`src/rtl/divider_seq_16x8.sv`:
```
`default_nettype none
// +--------------------------------------------------------------------------+
// | Module      : divider_seq_16x8                                           |
// | Description : Sequential 16-bit / 8-bit unsigned restoring divider with  |
// |               a valid/ready handshake on both sides. It performs one     |
// |               quotient bit per clock, MSB first.                         |
// | Config      : define DIV_ZERO_CHECK_EN to short-cut a zero divisor and   |
// |               report it on div_by_zero. Otherwise the full 16 steps run  |
// |               and div_by_zero is tied to 0.                              |
// | Revision    : 1.0 - initial release                                      |
// +--------------------------------------------------------------------------+
module divider_seq_16x8 (
  input  logic        clk,
  input  logic        rst_n,
  input  logic        in_valid,
  output logic        in_ready,
  input  logic [15:0] dividend,
  input  logic [7:0]  divisor,
  output logic        out_valid,
  input  logic        out_ready,
  output logic [15:0] quotient,
  output logic [7:0]  remainder,
  output logic        div_by_zero
);

  typedef enum logic [1:0] {
    IDLE = 2'd0,
    BUSY = 2'd1,
    DONE = 2'd2
  } state_t;

  // The finishing edge comes after the 16th step. It is the 17th edge after acceptance.
  localparam logic [4:0] c_last_step = 5'd16;

  state_t      r_state;
  state_t      w_state_nxt;

  // The dividend shifts out of the top of r_dvd_q while quotient bits shift in
  // at the bottom. After 16 steps the register holds the quotient.
  logic [15:0] r_dvd_q;
  logic [7:0]  r_divisor;
  logic [7:0]  r_rem;
  logic [4:0]  r_count;
  logic [15:0] r_quotient;
  logic [7:0]  r_remainder;

  logic [8:0]  w_rem9;
  logic        w_ge;
  logic [7:0]  w_diff;
  logic [7:0]  w_rem_nxt;
  logic        w_zero_skip;
  logic        w_finish;

  // One restoring step: bring in the next dividend bit, then subtract if the divisor fits.
  always_comb begin
    w_rem9    = {r_rem, r_dvd_q[15]};
    w_ge      = (w_rem9 >= {1'b0, r_divisor});
    // Once w_ge holds, the true difference is below the divisor. The low
    // byte of the 9-bit subtraction is therefore exact.
    w_diff    = w_rem9[7:0] - r_divisor;
    w_rem_nxt = w_ge ? w_diff : w_rem9[7:0];
  end

`ifdef DIV_ZERO_CHECK_EN
  // A zero divisor spends a single cycle in BUSY without stepping.
  assign w_zero_skip = (r_divisor == 8'd0);
`else
  assign w_zero_skip = 1'b0;
`endif

  assign w_finish = (r_count == c_last_step) || w_zero_skip;

  // State register.
  always_ff @(posedge clk or negedge rst_n) begin
    if (!rst_n) begin
      r_state <= IDLE;
    end else begin
      r_state <= w_state_nxt;
    end
  end

  // Next-state logic and handshake outputs.
  always_comb begin
    w_state_nxt = r_state;
    in_ready    = 1'b0;
    out_valid   = 1'b0;
    case (r_state)
      IDLE: begin
        in_ready = 1'b1;
        if (in_valid) begin
          w_state_nxt = BUSY;
        end
      end
      BUSY: begin
        if (w_finish) begin
          w_state_nxt = DONE;
        end
      end
      DONE: begin
        out_valid = 1'b1;
        if (out_ready) begin
          w_state_nxt = IDLE;
        end
      end
      default: w_state_nxt = IDLE;
    endcase
  end

  // Datapath: latch operands on acceptance, iterate in BUSY, publish the result on completion.
  always_ff @(posedge clk or negedge rst_n) begin
    if (!rst_n) begin
      r_dvd_q     <= 16'd0;
      r_divisor   <= 8'd0;
      r_rem       <= 8'd0;
      r_count     <= 5'd0;
      r_quotient  <= 16'd0;
      r_remainder <= 8'd0;
    end else begin
      case (r_state)
        IDLE: begin
          if (in_valid) begin
            r_dvd_q   <= dividend;
            r_divisor <= divisor;
            r_rem     <= 8'd0;
            r_count   <= 5'd0;
          end
        end
        BUSY: begin
          if (w_zero_skip) begin
            r_quotient  <= 16'hFFFF;
            r_remainder <= r_dvd_q[7:0];
          end else if (w_finish) begin
            r_quotient  <= r_dvd_q;
            r_remainder <= r_rem;
          end else begin
            r_rem   <= w_rem_nxt;
            r_dvd_q <= {r_dvd_q[14:0], w_ge};
            r_count <= r_count + 5'd1;
          end
        end
        default: ;
      endcase
    end
  end

`ifdef DIV_ZERO_CHECK_EN
  logic r_div_by_zero;

  // The zero flag is updated together with the result and held like it.
  always_ff @(posedge clk or negedge rst_n) begin
    if (!rst_n) begin
      r_div_by_zero <= 1'b0;
    end else if (r_state == BUSY && w_finish) begin
      r_div_by_zero <= w_zero_skip;
    end
  end

  assign div_by_zero = r_div_by_zero;
`else
  assign div_by_zero = 1'b0;
`endif

  assign quotient  = r_quotient;
  assign remainder = r_remainder;

endmodule
`default_nettype wire

```
`config.mk`:
```
export PLATFORM = sky130hd
export DESIGN_NAME = divider_seq_16x8
export DESIGN_NICKNAME = d
export VERILOG_FILES = /design/src/rtl/divider_seq_16x8.sv
export SDC_FILE = /design/constraint.sdc
export NUM_CORES = 1
export LEC_CHECK = 0
export BUFFER_PORTS_ARGS = -buffer_cell sky130_fd_sc_hd__buf_2
export CORE_ASPECT_RATIO = 0.9
export CORE_MARGIN = 10
export CORE_UTILIZATION = 45
export CTS_CLUSTER_SIZE = 8
export DETAILED_ROUTE_END_ITERATION = 10
export PLACE_DENSITY_LB_ADDON = 0.25
export SLEW_MARGIN = 40
export SYNTH_ARGS = -nofsm -noshare
export SYNTH_HDL_FRONTEND = slang
export SYNTH_SLANG_ARGS = --single-unit
```
`constraint.sdc`:
```
create_clock -name clk -period 6.1 [get_ports clk]
set_input_delay 0.61 -clock clk [delete_from_list [all_inputs] [get_ports clk]]
set_output_delay 0.61 -clock clk [all_outputs]
set_load 0.03 [all_outputs]
```
==> results by group <==
Finish
  – Synthesis-to-finish area growth: 19.0%
  – Post-Layout Cell Count: ~430
  – Filler cells: approximately 600
  – Fin nets: between 300 and 400
  – # diodes: 0
  – Layout cells sized above 1: 0.284

Routing
  – Drt first pass iters: 4
  – Met3 Wirelength: between 400 and 500 microns
  – Wire per inst: around 15 microns
  – DRC errors left: 0
  – Top sig layer: met4
  – Wire length on met1: between 3000 and 4000 microns
  – Initial DRC count: between 100 and 150
  – Post-route ant nets: 0
  – DR vias: around 2300
  – Drt via density: 5.22
  – Drt total wl: approximately 6600 microns
  – Wire length on met2: 2820 microns

Timing
  – Fin. Hold Viols: 0
  – Pin slew with the least headroom to its limit: between 0.6 and 0.7 ns
  – Max Slew Vio Count: 0
  – RSZ-0062 raised after global routing: false
  – Minimum clock period: 2.29 ns
  – Max Clock Skew: around 0.011 ns
  – Final setup viols: 0
  – Crit share post-route: 0.375
  – Final TNS setup: 0 ns
  – Achievable Freq: ~0.44 GHz
  – Worst hold slack: 0.347 ns
  – Slew Limit Headroom: 0.569

Synth
  – Seq/Total Area, Yosys: 0.523
  – Synth Cell Area: approximately 0.003 sq mm
  – Post-synth top flop: dfrtp_1
  – Yosys Warn Count: 0
  – Synth Net Count: 323
  – Ys async rst share: 1.00
  – Synthesis-stage register bit count: 63
  – EDFF count, synth: 0
  – Unique cell type count in the Yosys netlist: 43
  – Cells after synthesis: ~280
  – Avg Cell Area, Syn: ~11 sq um

Setup path
  – Internal reg-to-reg setup slack: approximately 3.8 ns
  – R2R depth: 6
  – WS Path Type: flip-flop to flip-flop
  – Worst path max stage delay: approximately 0.54 ns
  – CP Data Required Time: ~6.3 ns
  – Crit end category: flip-flop
  – CP max-delay cell: a211oi_4
  – Max FO, Critical Path: 13
  – Crit. Startpoint: r_rem[5]$_DFFE_PN0P_
  – R2R Path Start: r_rem[5]$_DFFE_PN0P_
  – CP endpoint: r_rem[1]$_DFFE_PN0P_
  – Worst reg2reg endpoint: r_rem[1]$_DFFE_PN0P_
  – CP cell instances: ha_1 > a21o_1 > a211o_1 > a211oi_4 > mux2i_1 > a22o_1
  – Crit start category: flip-flop
  – Arr. time, crit path: around 2.5 ns

GRT
  – Number of global-route vias before repair: 2287
  – First-pass GRT wire length: about 11000 microns
  – Initial antenna violation count: 0
  – Grt ovf: 0
  – Global-route usage over all layers: 0.131
  – Largest net degree at the start of global routing: between 60 and 70

Clock tree
  – Post-CTS setup buffer count: 0
  – Clock buffer depth: 2
  – Cts repair resizes: 0
  – Clock buffer count from CTS: 9
  – Clk sinks: 63
  – Worst skew pair latency: 0.34 ns
  – # hold bufs at CTS: 0
  – Htree depth: 3
  – Clock-pin slew on the worst setup and hold paths: approximately 0.07 ns
  – CTS tree: done
  – Clock Root Buffer: clkbuf_8

Status
  – Outcome: complete, no violations

Placement
  – Hpwl dp: roughly 4600 microns
  – Inst Count DP: about 420
  – Port Buf Inserts: 53
  – Final Wtd Congestion: between 0.7 and 0.8

Die
  – Initial Utilization: 0.460
  – Core area: between 0.006 and 0.007 sq mm
  – Row count: 28
  – Die width: about 110 microns
  – Die area: approximately 0.010 sq mm
  – Die Y: approximately 98 microns
  – IO Pins: between 50 and 60

Pwr
  – Combinational Power Share: 0.502
  – Int Pwr: ~0.0013 W
  – Switching share of power: 0.427
  – Clock group share of total power: 0.176
  – Seq pwr share: 0.321
  – Cell Pwr Density: ~660 mW/mm^2
  – Overall power: 0.00235 W
  – Max rail drop VDD: 293 uV
  – Psw: 0.00100 W
  – Leakage: ~1.8 nW

Worst hold path
  – Hold crit path type: input pin to asynchronous set/reset pin

Run
  – # Max-Cap Violations: 0
==> cells by family after synthesis <==
family,synth area share
compound gates,0.125
xor+xnor,0.0204
flops,0.523
other cells,0.00125
fa+ha+maj,0.0482
simple gates,0.120
buf+inv,0.0453
mux,0.116
==> area by class of cell <==
type                    instances  area (sq um)  share of cell area
flip-flops and latches         63          1580               0.440
multi-input cells             190          1310               0.365
repair buffers                 57           299              0.0834
clock buffers                  10           138              0.0384
well taps                      90           113              0.0314
clock inverters                 6          91.3              0.0255
inverters                      16          60.1              0.0168
==> critical path: cells and delay by family (launching register included) <==
kind	cells	cell delay [ns]
AOI/OAI and AO/OA	4	1.27
DFF	1	0.41
muxes	1	0.15
adders and majority gates	1	0.35
==> metal layers <==
metal,vias up,GRT usage
met4,0,0.0562
met5,-,0
met3,10,0.0444
met1,1084,0.171
met2,63,0.191
li1,1096,-
==> Yosys cell counts, types with 2 or more instances <==
master | number | share of area
nor2b_1 | 2 | 0.0042
nand2b_1 | 3 | 0.0062
o21ai_1 | 15 | 0.025
mux2_1 | 3 | 0.011
a31oi_1 | 2 | 0.0042
and3_1 | 3 | 0.0062
xor2_1 | 4 | 0.012
nor3_1 | 2 | 0.0033
o31ai_1 | 2 | 0.0050
a21oi_1 | 8 | 0.013
a22oi_1 | 11 | 0.027
nand4_1 | 2 | 0.0042
nand3_1 | 7 | 0.012
ha_1 | 10 | 0.042
a21o_1 | 2 | 0.0050
mux2_2 | 20 | 0.075
clkbuf_1 | 6 | 0.0075
nand2_1 | 48 | 0.060
buf_2 | 7 | 0.012
inv_1 | 16 | 0.020
xnor2_1 | 3 | 0.0087
dfrtp_1 | 63 | 0.52
o21ai_0 | 8 | 0.013
a22o_1 | 2 | 0.0058
nor2_1 | 9 | 0.011
mux2i_1 | 9 | 0.030
==> metrics by stage <==
stage | utilization | setup WS [ns] | area, sq um
final | 0.547 | 3.81 | 3580
after global routing | 0.547 | 3.73 | 3580
after CTS | 0.546 | 3.61 | 3580
after detailed placement | 0.511 | 3.63 | 3350
after global placement | 0.510 | 3.72 | 3340
after floorplan | - | 4.13 | 3010
==> registers in the layout (all words and copies together) (netlist names) <==
| name | flops |
|---|---|
| quotient | 16 |
| r_dvd_q | 16 |
| r_divisor | 8 |
| r_rem | 8 |
| remainder | 8 |
| r_count | 5 |
| r_state | 2 |
==> layout by cell type (no fill, tap or decap), types with 4 or more instances in the layout <==
cell type / Yosys / layout
dfrtp_1: 63 / 63
buf_2: 7 / 53
nand2_1: 48 / 48
mux2_2: 20 / 20
inv_1: 16 / 16
o21ai_1: 15 / 15
a22oi_1: 11 / 11
ha_1: 10 / 10
clkbuf_8: 0 / 10
nor2_1: 9 / 9
mux2i_1: 9 / 9
a21oi_1: 8 / 8
o21ai_0: 8 / 8
nand3_1: 7 / 7
xor2_1: 4 / 4
==> worst min path at each step <==
stage | from | end | slack [ns]
floorplan | rst_n | quotient[0]$_DFFE_PN0P_ | 0.31
finish | rst_n | remainder[0]$_DFFE_PN0P_ | 0.35
CTS | divisor[0] | r_divisor[0]$_DFFE_PN0P_ | 0.46
detailed placement | quotient[15]$_DFFE_PN0P_ | quotient[15]$_DFFE_PN0P_ | 0.47
global placement | quotient[15]$_DFFE_PN0P_ | quotient[15]$_DFFE_PN0P_ | 0.46
global route | rst_n | quotient[12]$_DFFE_PN0P_ | 0.39
==> power by group through the flow <==
stage	registers, W	logic, W	clock network (W)
floorplan	0.000861	0.000811	0
global placement	0.000760	0.00115	0
detailed placement	0.000762	0.00118	0
CTS	0.000756	0.00119	0.000421
global route	0.000784	0.00132	0.000441
finish	0.000755	0.00118	0.000414
(Power assumes the default switching activity.)
